===== src/rtl/codificador_siete_segmentos_pkg.sv =====
// Purpose : shared constants for the seven-segment scan decoder (glyphs, FSM states, digit count).
// Latency : n/a (declarations only).
// Backpressure: n/a.
package codificador_siete_segmentos_pkg;

    localparam int unsigned NUM_DIGITS = 4;

    // Active-low glyphs, bit 6 = segment a ... bit 0 = segment g, 0 = lit.
    localparam logic [6:0] GLYPH_0     = 7'b0000001;
    localparam logic [6:0] GLYPH_1     = 7'b1001111;
    localparam logic [6:0] GLYPH_2     = 7'b0010010;
    localparam logic [6:0] GLYPH_3     = 7'b0000110;
    localparam logic [6:0] GLYPH_4     = 7'b1001100;
    localparam logic [6:0] GLYPH_5     = 7'b0100100;
    localparam logic [6:0] GLYPH_6     = 7'b0100000;
    localparam logic [6:0] GLYPH_7     = 7'b0001111;
    localparam logic [6:0] GLYPH_8     = 7'b0000000;
    localparam logic [6:0] GLYPH_9     = 7'b0000100;
    localparam logic [6:0] GLYPH_A     = 7'b0001000;
    localparam logic [6:0] GLYPH_B     = 7'b1100000;
    localparam logic [6:0] GLYPH_C     = 7'b0110001;
    localparam logic [6:0] GLYPH_D     = 7'b1000010;
    localparam logic [6:0] GLYPH_E     = 7'b0110000;
    localparam logic [6:0] GLYPH_F     = 7'b0111000;
    localparam logic [6:0] GLYPH_BLANK = 7'b1111111;

    typedef logic [1:0] estado_t;
    localparam estado_t ST_IDLE  = 2'd0;
    localparam estado_t ST_TRACK = 2'd1;
    localparam estado_t ST_HELD  = 2'd2;

endpackage


===== src/rtl/codificador_siete_segmentos_patron.sv =====
// Purpose : maps one active-low seven-segment glyph back to its hex nibble.
// Latency : combinational, zero cycles.
// Backpressure: none; pure function of the input.
// Ports   : seg_n_i glyph in; nibble_o decoded value (0 if unknown); err_o unknown-glyph flag.
module patron_a_hexadecimal
    import codificador_siete_segmentos_pkg::*;
(
    input  logic [6:0] seg_n_i,
    output logic [3:0] nibble_o,
    output logic       err_o
);

    always_comb begin
        nibble_o = 4'h0;
        err_o    = 1'b0;
        case (seg_n_i)
            GLYPH_0: nibble_o = 4'h0;
            GLYPH_1: nibble_o = 4'h1;
            GLYPH_2: nibble_o = 4'h2;
            GLYPH_3: nibble_o = 4'h3;
            GLYPH_4: nibble_o = 4'h4;
            GLYPH_5: nibble_o = 4'h5;
            GLYPH_6: nibble_o = 4'h6;
            GLYPH_7: nibble_o = 4'h7;
            GLYPH_8: nibble_o = 4'h8;
            GLYPH_9: nibble_o = 4'h9;
            GLYPH_A: nibble_o = 4'hA;
            GLYPH_B: nibble_o = 4'hB;
            GLYPH_C: nibble_o = 4'hC;
            GLYPH_D: nibble_o = 4'hD;
            GLYPH_E: nibble_o = 4'hE;
            GLYPH_F: nibble_o = 4'hF;
            default: err_o    = 1'b1;
        endcase
    end

endmodule


===== src/rtl/codificador_siete_segmentos.sv =====
// Purpose : recovers the 4-digit hex value shown on a scanned, active-low seven-segment display.
// Latency : value updates STABLE_CYCLES edges after the first sample of the frame-completing digit.
// Backpressure: none; value_valid/value_err are single-cycle pulses, value holds between frames.
// Ports   : clk, rst (sync, active-high); seg_n/dig_n sampled display lines;
//           value 16-bit frame, value_valid update pulse, value_err unknown-glyph flag.
module codificador_siete_segmentos
    import codificador_siete_segmentos_pkg::*;
#(
    parameter int unsigned STABLE_CYCLES = 4
) (
    input  logic        clk,
    input  logic        rst,
    input  logic [6:0]  seg_n,
    input  logic [3:0]  dig_n,
    output logic [15:0] value,
    output logic        value_valid,
    output logic        value_err
);

    localparam logic [7:0] STABLE_CNT = 8'(STABLE_CYCLES);

    estado_t     state_q, state_d;
    logic [7:0]  count_q, count_d;
    logic [6:0]  prev_seg_q;
    logic [3:0]  prev_dig_q;
    logic [15:0] buf_q, buf_d;
    logic [3:0]  err_q, err_d;
    logic [3:0]  mask_q, mask_d;
    logic [15:0] value_q;
    logic        valid_q;
    logic        verr_q;

    logic [3:0]  dec_nib;
    logic        dec_err;
    logic        sel_vld;
    logic [1:0]  sel_idx;
    logic        same;
    logic [7:0]  count_inc;
    logic        capture;
    logic        frame_done;

    patron_a_hexadecimal u_patron (
        .seg_n_i  (seg_n),
        .nibble_o (dec_nib),
        .err_o    (dec_err)
    );

    // Exactly one select low identifies a digit; blanking and multi-select do not.
    always_comb begin
        sel_vld = 1'b1;
        sel_idx = 2'd0;
        case (dig_n)
            4'b1110: sel_idx = 2'd0;
            4'b1101: sel_idx = 2'd1;
            4'b1011: sel_idx = 2'd2;
            4'b0111: sel_idx = 2'd3;
            default: sel_vld = 1'b0;
        endcase
    end

    assign same      = (seg_n == prev_seg_q) && (dig_n == prev_dig_q);
    assign count_inc = count_q + 8'd1;
    // HELD never recaptures, so a long-held digit contributes exactly once.
    assign capture   = sel_vld && same && (state_q != ST_HELD) && (count_inc == STABLE_CNT);

    always_comb begin
        state_d = state_q;
        count_d = count_q;
        if (!sel_vld) begin
            state_d = ST_IDLE;
            count_d = 8'd0;
        end else if (!same) begin
            state_d = ST_TRACK;
            count_d = 8'd1;
        end else if (state_q != ST_HELD) begin
            count_d = count_inc;
            state_d = capture ? ST_HELD : ST_TRACK;
        end
    end

    // Buffer view including this edge's capture, so a completing frame loads its last digit.
    always_comb begin
        buf_d  = buf_q;
        err_d  = err_q;
        mask_d = mask_q;
        for (int i = 0; i < NUM_DIGITS; i++) begin
            if (capture && (sel_idx == 2'(i))) begin
                buf_d[4*i +: 4] = dec_nib;
                err_d[i]        = dec_err;
                mask_d[i]       = 1'b1;
            end
        end
    end

    assign frame_done = capture && (mask_d == 4'hF);

    always_ff @(posedge clk) begin
        if (rst) begin
            state_q    <= ST_IDLE;
            count_q    <= 8'd0;
            prev_seg_q <= GLYPH_BLANK;
            prev_dig_q <= 4'hF;
            buf_q      <= 16'h0000;
            err_q      <= 4'h0;
            mask_q     <= 4'h0;
            value_q    <= 16'h0000;
            valid_q    <= 1'b0;
            verr_q     <= 1'b0;
        end else begin
            state_q    <= state_d;
            count_q    <= count_d;
            prev_seg_q <= seg_n;
            prev_dig_q <= dig_n;
            buf_q      <= buf_d;
            err_q      <= err_d;
            mask_q     <= frame_done ? 4'h0 : mask_d;
            valid_q    <= frame_done;
            verr_q     <= frame_done && (|err_d);
            if (frame_done) begin
                value_q <= buf_d;
            end
        end
    end

    assign value       = value_q;
    assign value_valid = valid_q;
    assign value_err   = verr_q;

endmodule


===== config.mk =====
export PLATFORM = sky130hd
export DESIGN_NAME = codificador_siete_segmentos
export DESIGN_NICKNAME = d
export VERILOG_FILES = /design/src/rtl/codificador_siete_segmentos_pkg.sv /design/src/rtl/codificador_siete_segmentos_patron.sv /design/src/rtl/codificador_siete_segmentos.sv
export SDC_FILE = /design/constraint.sdc
export NUM_CORES = 1
export LEC_CHECK = 0
export CORE_MARGIN = 2
export CORE_UTILIZATION = 50
export DETAILED_ROUTE_END_ITERATION = 6
export PLACE_DENSITY = 0.68
export SYNTH_ARGS = -nofsm -noshare
export SYNTH_HDL_FRONTEND = slang
export SYNTH_SLANG_ARGS = --single-unit

===== constraint.sdc =====
create_clock -name clk -period 4.6 [get_ports clk]
set_clock_uncertainty 0.2 [all_clocks]
set_input_delay 1.15 -clock clk [delete_from_list [all_inputs] [get_ports clk]]
set_output_delay 1.15 -clock clk [all_outputs]
set_load 0.005 [all_outputs]

; Word-level counts from Yosys, hierarchy flattened
; Index checks and enable logic that the tools add are counted.
[word_totals]
reg_bits = 63
in_bits = 13
output_inout_bits = 18
wordCells = 82
[op_classes]
reduce_logical = 18
n_eq_ne = 28
addsub = 1
n_mux = 21
bitwise = 2
[op_table]
columns = op, count
row1 = $pmux 4 s15, 1
row2 = $eq 7x6->1 const B, 5
row3 = $eq 7x7->1 const B, 4
row4 = $eq 4x4->1 const B, 4
row5 = $mux 4, 4
row6 = $reduce_or 16->1, 1
row7 = $eq 7x3->1 const B, 2
row8 = $eq 7x4->1 const B, 2
row9 = $mux 1, 14
row10 = $logic_and 1x1->1, 10
row11 = $add 8x1->8 const B, 1
row12 = $eq 8x3->1 const B, 1
row13 = $reduce_or 4->1, 2
row14 = $eq 7x1->1 const B, 1
row15 = $eq 7x5->1 const B, 1
row16 = $eq 7x7->1, 1
row17 = $logic_not 7->1, 1
row18 = $pmux 2 s3, 1
row19 = $eq 2x2->1 const B, 2
row20 = $eq 4x3->1 const B, 1
row21 = $eq 4x4->1, 1
row22 = $reduce_or 2->1, 2
row23 = $reduce_or 3->1, 1
row24 = $eq 2x1->1 const B, 1
row25 = other kinds (5), 6

; Longest topological paths before layout
; Gate-level depths: netlist of the first run.
[logic_depth]
word_depth = 11
depth_mapped = 9
depth_no_buf = 7

; By module
; From an unflattened synthesis of the first run, not the netlist that was laid out.
[unflattened]
cells_unflattened = 324
area_unflattened_um2 = 3093.0
[modules_own_cells]
columns = module, cells_each, area_each_um2, seq_area_each_um2, instances
row1 = codificador_siete_segmentos, 268, 2731.4, 1261.2, 1
row2 = patron_a_hexadecimal, 56, 361.6, 0.0, 1

; Least setup slack after synthesis of the first run
; Ideal clock, no wire load.
[synth_path]
kind = input-to-reg
startpoint = input port seg_n[1]
endpoint = register verr_q, in the netlist value_err
slack_ns = 1.511
path_buffers = 1
path_stages = 7
arrival_time_ns = 2.752
path_cell_list = buf_4 or3b_4 or4_4 a21boi_4 and4b_1 nand4_1 a41oi_1
[synth_via]
elab_chain_cells = 10
[synth_rtl]
columns = element, line
row1 = from (decl), codificador_siete_segmentos.sv:13  ; input logic [6:0] seg_n,
row2 = $eq 7x7->1, codificador_siete_segmentos.sv:61  ; assign same = (seg_n == prev_seg_q) && (dig_n == prev_dig_q);
row3 = $logic_and 1x1->1, codificador_siete_segmentos.sv:61
row4 = $logic_and 1x1->1 (3 in series), codificador_siete_segmentos.sv:64  ; assign capture = sel_vld && same && (state_q != ST_HELD) && (count_inc == STABLE_CNT);
row5 = $logic_and 1x1->1, codificador_siete_segmentos.sv:87  ; if (capture && (sel_idx == 2'(i))) begin
row6 = $mux 1, codificador_siete_segmentos.sv:87
row7 = $eq 4x4->1, codificador_siete_segmentos.sv:95  ; assign frame_done = capture && (mask_d == 4'hF);
row8 = $logic_and 1x1->1, codificador_siete_segmentos.sv:95
row9 = $logic_and 1x1->1 *, codificador_siete_segmentos.sv:118  ; verr_q <= frame_done && (|err_d);
row10 = to (signal assigned), codificador_siete_segmentos.sv:118
row11 = to (decl), codificador_siete_segmentos.sv:31  ; logic verr_q;
; Mark *: on every way between the ends. The rest lies on a longest branch, timed or not.
; A chain may end at the register's enable or synchronous reset.

; Worst setup path after layout of the first run
[layout_path]
startpoint = input port dig_n[1]
endpoint = register value_q[13], in the netlist value[13]
[layout_via]
elab_chain_cells = 10
[layout_rtl]
columns = element, line
row1 = from (decl), codificador_siete_segmentos.sv:14  ; input logic [3:0] dig_n,
row2 = $eq 4x3->1 or $eq 4x4->1 (tied branches), codificador_siete_segmentos.sv:52  ; case (dig_n)
row3 = $reduce_or 4->1 (no source line), -
row4 = $mux 1, codificador_siete_segmentos.sv:52
row5 = $logic_and 1x1->1 (3 in series), codificador_siete_segmentos.sv:64
row6 = $logic_and 1x1->1, codificador_siete_segmentos.sv:87
row7 = $mux 1, codificador_siete_segmentos.sv:87
row8 = $eq 4x4->1, codificador_siete_segmentos.sv:95
row9 = $logic_and 1x1->1, codificador_siete_segmentos.sv:95
row10 = to (signal assigned), codificador_siete_segmentos.sv:120  ; value_q <= buf_d;
row11 = to (decl), codificador_siete_segmentos.sv:29  ; logic [15:0] value_q;
; Several ways; a longest one is shown, not always the timed one.

==> results of run 1 <==
[layout make-up]
class / instances / area, um^2 / share of cell area
clock buffers: 9 / 124 / 0.0336
clock inverters: 7 / 96.3 / 0.0261
inverters: 6 / 22.5 / 0.00611
multi-input cells: 249 / 1720 / 0.467
flip-flops and latches: 63 / 1260 / 0.342
well taps: 75 / 93.8 / 0.0254
repair buffers: 39 / 368 / 0.0997
[power by group through the flow]
stage	Sequential, uW	Clock [uW]	Combinational (uW)
after floorplan	567	0	56.7
after global placement	567	0	82.4
after detailed placement	567	0	83.3
after CTS	555	546	83.7
after global routing	555	570	91.7
final	555	539	84.0
[cells in the mapped netlist (3+ instances only)]
library cell	count	area [um^2]
nor2_1	17	63.8
xor2_1	19	166
nand2_1	31	116
o21a_1	17	128
a21oi_1	20	100
nand4_1	7	43.8
mux2i_1	6	60.1
dfxtp_1	63	1260
o211ai_1	3	22.5
xnor2_1	4	35.0
nor3_1	10	50.1
o21ai_1	4	20.0
o22ai_1	6	37.5
nand4b_1	3	26.3
nor3b_1	7	52.6
buf_2	13	65.1
and4b_1	4	40.0
and4_1	3	26.3
o21ai_0	6	30.0
clkbuf_1	9	33.8
inv_1	5	18.8
nand3_1	7	35.0
a31oi_1	5	31.3
a31o_2	3	26.3
and3_1	5	31.3
nand2b_1	4	25.0
or2_2	11	68.8
buf_4	3	22.5
[sequential cells by signal, summed over array words and instances (netlist names)]
name / flops
buf_q: 16
value: 16
count_q: 8
prev_seg_q: 7
err_q: 4
mask_q: 4
prev_dig_q: 4
state_q: 2
value_err: 1
value_valid: 1
[critical path, stage by stage]
cell,delay [ns]
clkdlybuf4s50_1,0.60
xor2_1,0.24
nor4_1,0.39
and3_1,0.43
buf_4,0.22
and4_1,0.28
nand2_1,0.18
o22ai_1,0.24
[metrics by stage]
stage | worst slack, ns | power [uW] | hold slack (ns) | util
CTS | 0.949 | 1180 | 0.255 | 0.616
global placement | 0.693 | 650 | 0.240 | 0.579
detailed placement | 0.596 | 651 | 0.245 | 0.579
floorplan | 1.51 | 623 | 0.234 | -
global route | 0.707 | 1220 | 0.285 | 0.616
finish | 0.919 | 1180 | 0.254 | 0.616
[metal layers]
metal | vias to the layer above | GRT usage | share of wire
met1 | 1259 | 0.314 | 0.47
met3 | 8 | 0.0457 | 0.054
met2 | 76 | 0.345 | 0.46
met4 | 0 | 0.0909 | 0.012
met5 | - | 0 | 0
li1 | 1295 | - | -
[cells by family (layout without fill, tap and decap cells)]
group	after synthesis	in the layout
AND/OR/NAND/NOR	133	133
AO/OA/AOI/OAI	85	85
flip-flops	63	63
buffers and inverters	31	61
XOR/XNOR	23	23
multiplexers	6	6
adder cells (fa/ha/maj)	2	2
[path summary, 6_finish.rpt]
check / start / end / slack [ns] / depth (start not counted)
hold reg to reg: value[8]$_SDFFE_PP0P_ / value[8]$_SDFFE_PP0P_ / 0.25 / 2
setup / recovery: dig_n[1] / value[13]$_SDFFE_PP0P_ / 0.92 / 8
setup reg to reg: count_q[0]$_SDFFE_PP0P_ / value[7]$_SDFFE_PP0P_ / 1.73 / 8
hold / removal: value[8]$_SDFFE_PP0P_ / value[8]$_SDFFE_PP0P_ / 0.25 / 2
==> impl_metrics.yaml, run 1 <==
layout:
  n_fill_cell: 517
  instances_no_fill: 448
  nNetsFinal: 383
  layout_common_cells: "63 x dfxtp_1, 31 x nand2_1, 30 x clkdlybuf4s50_1, 20 x a21oi_1, 19 x xor2_1"
  mostFrequentLayoutCell: "dfxtp_1"
  design_area_um2: 3690
  diodes: 0
  drive_gt1_frac: 0.142
  area_growth_pct: 17.9
pwr:
  peakVddDrop_mv: 0.219
  power.share.clock: 0.458
  powerDensity_nw_per_um2: 319
  switchingPower_uw: 285
  p_int_uw: 893
  total_leakage_power_uw: 0.00130
  switching_share: 0.242
  p_comb_frac: 0.071
  seqPwrFrac: 0.471
die:
  die_w_um: 83.1
  die_h_um: 83.1
  io_pins: 31
  die-area_um2: 6900
  core_um2: 5990
  start_util: 0.522
  placementRows: 28
worst_hold_path:
  hp-class: "flop to flop"
grt:
  antenna_found_initial: 0
  grt.total_usage: 0.226
  grt-ovfl-total: 0
  grt_max_degree: 37
  grt_pass1_vias: 2501
  grt_pass1_wl_um: 12600
drt:
  drtIter0Drc: 205
  drc: 0
  avgViaCountPerCell: 5.89
  routedWlPerCell_um: 16.6
  routed_wl_um: 7420
  dr.pass1.iters: 4
  via_count: 2638
  postRouteAntennaNets: 0
placement:
  io_buffers: 30
  place_area_um2: 3470
  dp_hpwl_um: 4950
  dpl.cell_count: 432
  gp_congestion: 0.831
clocking:
  post-cts-setup-buffers: 0
  clock-sinks: 63
  clk_latency_ns: 0.35
  clk_pin_slew_ns: 0.07
  htreeDepth: 3
  cts-resized-gates: 0
  cts_root_buffer: "clkbuf_8"
  cts_buffers: 9
  clockBufferDepth: 2
  cts_hold_buf: 0
  cts_tree: "yes"
synthesis:
  synth_top_family_by_area: "simple AND/OR/NAND/NOR gates"
  synthFlopType: "dfxtp_1"
  yosysWarnings: 0
  synth_mux_area_frac: 0.0192
  yosysUniqueCellTypes: 66
  avgSynthCellArea_um2: 9.12
  synth_adder_area_share: 0.00800
  synthCells: 343
  synthXorXnorAreaFrac: 0.0644
  seq_area_frac_synth: 0.403
  syn_nets: 358
  ys_ff_latch: 63
  synthSimpleGateAreaFrac: 0.262
  synthArstFlopShare: 0
  synth_edf_count: 0
  synth_compound_area_frac: 0.197
  synth_area_um2: 3130
critical_path:
  critPathLaunchType: "input pin"
  crit_path_max_fanout: 12
  worstSetupEndpointType: "flop"
  cp.arrival_ns: 3.74
  worstSetupPathType: "input pin to flop"
  critical_path_required_ns: 4.66
timing:
  rsz0062_at_grt: "no"
  relSlewSlack: 0.624
  fin_crit_ns: 3.68
  setup_viol: 0
  setup_tns_ns: 0
  fin_crit_sh: 0.800
  report.final.slew_viol_count: 0
  worstMarginPinSlew_ns: 0.561
  finalHoldViolCount: 0
  fmax_mhz: 272
run:
  cap_violations: 0
run_status:
  status: "complete, no violations"
Note: power is estimated with default switching activity, not from simulation.
==> run 2: changes to the inputs <==
Settings changed: PLACE_DENSITY 0.68 to 0.71.
Clock period 4.6 ns to 3.15 ns, I/O delays scaled along.
==> run 2 against run 1 <==
Combinational power up 77%. Count of clock-buffer cells in the layout unchanged. Wire length up 6.3%. Sequential cell count unchanged. Sequential power up 46%. Highest routed layer unchanged. Hold slack about the same.
==> impl_metrics.yaml, run 2 (synthesis gave the netlist of run 1 again) <==
run_status:
  status: "complete, no violations"
timing:
  report.final.slew_viol_count: 0
  fin_crit_sh: 0.959
  worstMarginPinSlew_ns: 0.517
  fin_crit_ns: 3.02
  rsz0062_at_grt: "no"
  setup_viol: 0
  fmax_mhz: 331
  finalHoldViolCount: 0
  relSlewSlack: 0.655
  setup_tns_ns: 0
die:
  die_h_um: 83.1
  start_util: 0.522
  die-area_um2: 6900
  io_pins: 31
  core_um2: 5990
  die_w_um: 83.1
  placementRows: 28
pwr:
  switching_share: 0.263
  switchingPower_uw: 413
  powerDensity_nw_per_um2: 389
  power.share.clock: 0.391
  peakVddDrop_mv: 0.285
  p_comb_frac: 0.094
  total_leakage_power_uw: 0.00151
  seqPwrFrac: 0.515
  p_int_uw: 1160
clocking:
  cts_tree: "yes"
  htreeDepth: 3
  cts_hold_buf: 0
  clk_pin_slew_ns: 0.07
  post-cts-setup-buffers: 0
  cts_root_buffer: "clkbuf_8"
  cts-resized-gates: 0
  clk_latency_ns: 0.34
  clock-sinks: 63
  cts_buffers: 9
  clockBufferDepth: 2
critical_path:
  crit_family: "simple AND/OR/NAND/NOR gates"
  crit_path_max_fanout: 6
  critical_path_required_ns: 3.22
  ff2ff_setup_slack_ns: 0.27
  critPathLaunchType: "input pin"
  worstSetupEndpointType: "flop"
  cp.arrival_ns: 3.09
  path_cells: "clkdlybuf4s50_1, buf_4, or4b_1, and3_1, o311ai_4, nor4_4, or3_1, a21oi_1"
  worstSetupPathType: "input pin to flop"
  path_buf_inv: 2
  slowest_stage: "clkdlybuf4s50_1"
  slowest_delay_ns: 0.49
drt:
  wl_met1_um: 3800
  avgViaCountPerCell: 5.61
  dr.pass1.iters: 4
  top_layer_used: "met4"
  drtIter0Drc: 205
  drc: 0
  met2_wirelength_um: 3690
  via_count: 2778
  wl_met3_um: 294
  postRouteAntennaNets: 0
  routedWlPerCell_um: 15.9
  routed_wl_um: 7890
grt:
  antenna_found_initial: 0
  grt_pass1_wl_um: 13400
  grt.total_usage: 0.240
  grt_max_degree: 36
  grt_pass1_vias: 2837
  grt-ovfl-total: 0
placement:
  gp_congestion: 0.893
  io_buffers: 30
  dpl.cell_count: 479
  dp_hpwl_um: 5660
layout:
  area_growth_pct: 29.3
  diodes: 0
  layout_common_cells: "63 x dfxtp_1, 52 x buf_4, 31 x nand2_1, 30 x clkdlybuf4s50_1, 20 x a21oi_1"
  seqCellArea_um2: 1260
  nNetsFinal: 430
  mostFrequentLayoutCell: "dfxtp_1"
  n_fill_cell: 490
  multiInputGateArea_um2: 1720
  instances_no_fill: 495
  drive_gt1_frac: 0.238
worst_hold_path:
  hp-class: "flop to flop"
run:
  cap_violations: 0
## run 2: cell types whose count changed in the layout (fill, tap and decap cells not counted), sizes merged
cell and delta:
bufinv -2, inv -1, clkinvlp +3, buf +47
## run 2: worst register-to-register path: cells and delay by family, from the launching register on
kind,cells,cell delay (ns)
simple gates,3,1.16
flops,1,0.50
compound gates,2,0.45
fa+ha+maj,1,0.30
xor+xnor,1,0.13
## run 2: stage by stage
stage	utilization	worst slack [ns]	hold slack [ns]	total power (uW)	instance area [um^2]
after detailed placement	0.646	-0.189	0.245	976	3870
after CTS	0.675	0.131	0.257	1590	4050
after global placement	0.646	-0.235	0.238	976	3870
after floorplan	-	0.423	0.234	910	3130
final	0.675	0.128	0.254	1570	4050
after global routing	0.675	0.0427	0.272	1640	4050
## run 2: metal layers
metal,up-vias,GRT usage
met5,-,0
met4,0,0.0790
met3,12,0.0477
met2,57,0.383
met1,1323,0.326
li1,1386,-
## run 2: power by group through the flow
stage               logic, uW  registers (uW)  clock network [uW]
floorplan                82.8             828                   0
global placement          147             828                   0
detailed placement        148             829                   0
CTS                       149             810                 629
global route              162             811                 664
finish                    149             810                 615
## run 2: worst paths after layout
| kind | startpoint | end | cells past startpoint |
|---|---|---|---|
| max | seg_n[5] | value[5]$_SDFFE_PP0P_ | 8 |
| min | value[4]$_SDFFE_PP0P_ | value[4]$_SDFFE_PP0P_ | 2 |
| max reg2reg | count_q[0]$_SDFFE_PP0P_ | value_err$_SDFF_PP0_ | 7 |
| min reg2reg | value[4]$_SDFFE_PP0P_ | value[4]$_SDFFE_PP0P_ | 2 |
## run 2: final cells by class
cell class	instances	area share
clock inverter	7	0.0124
clock buffer	9	0.0306
timing repair buffer	86	0.191
tap	75	0.0232
inverter	6	0.00557
multi-input combinational	249	0.426
sequential	63	0.312
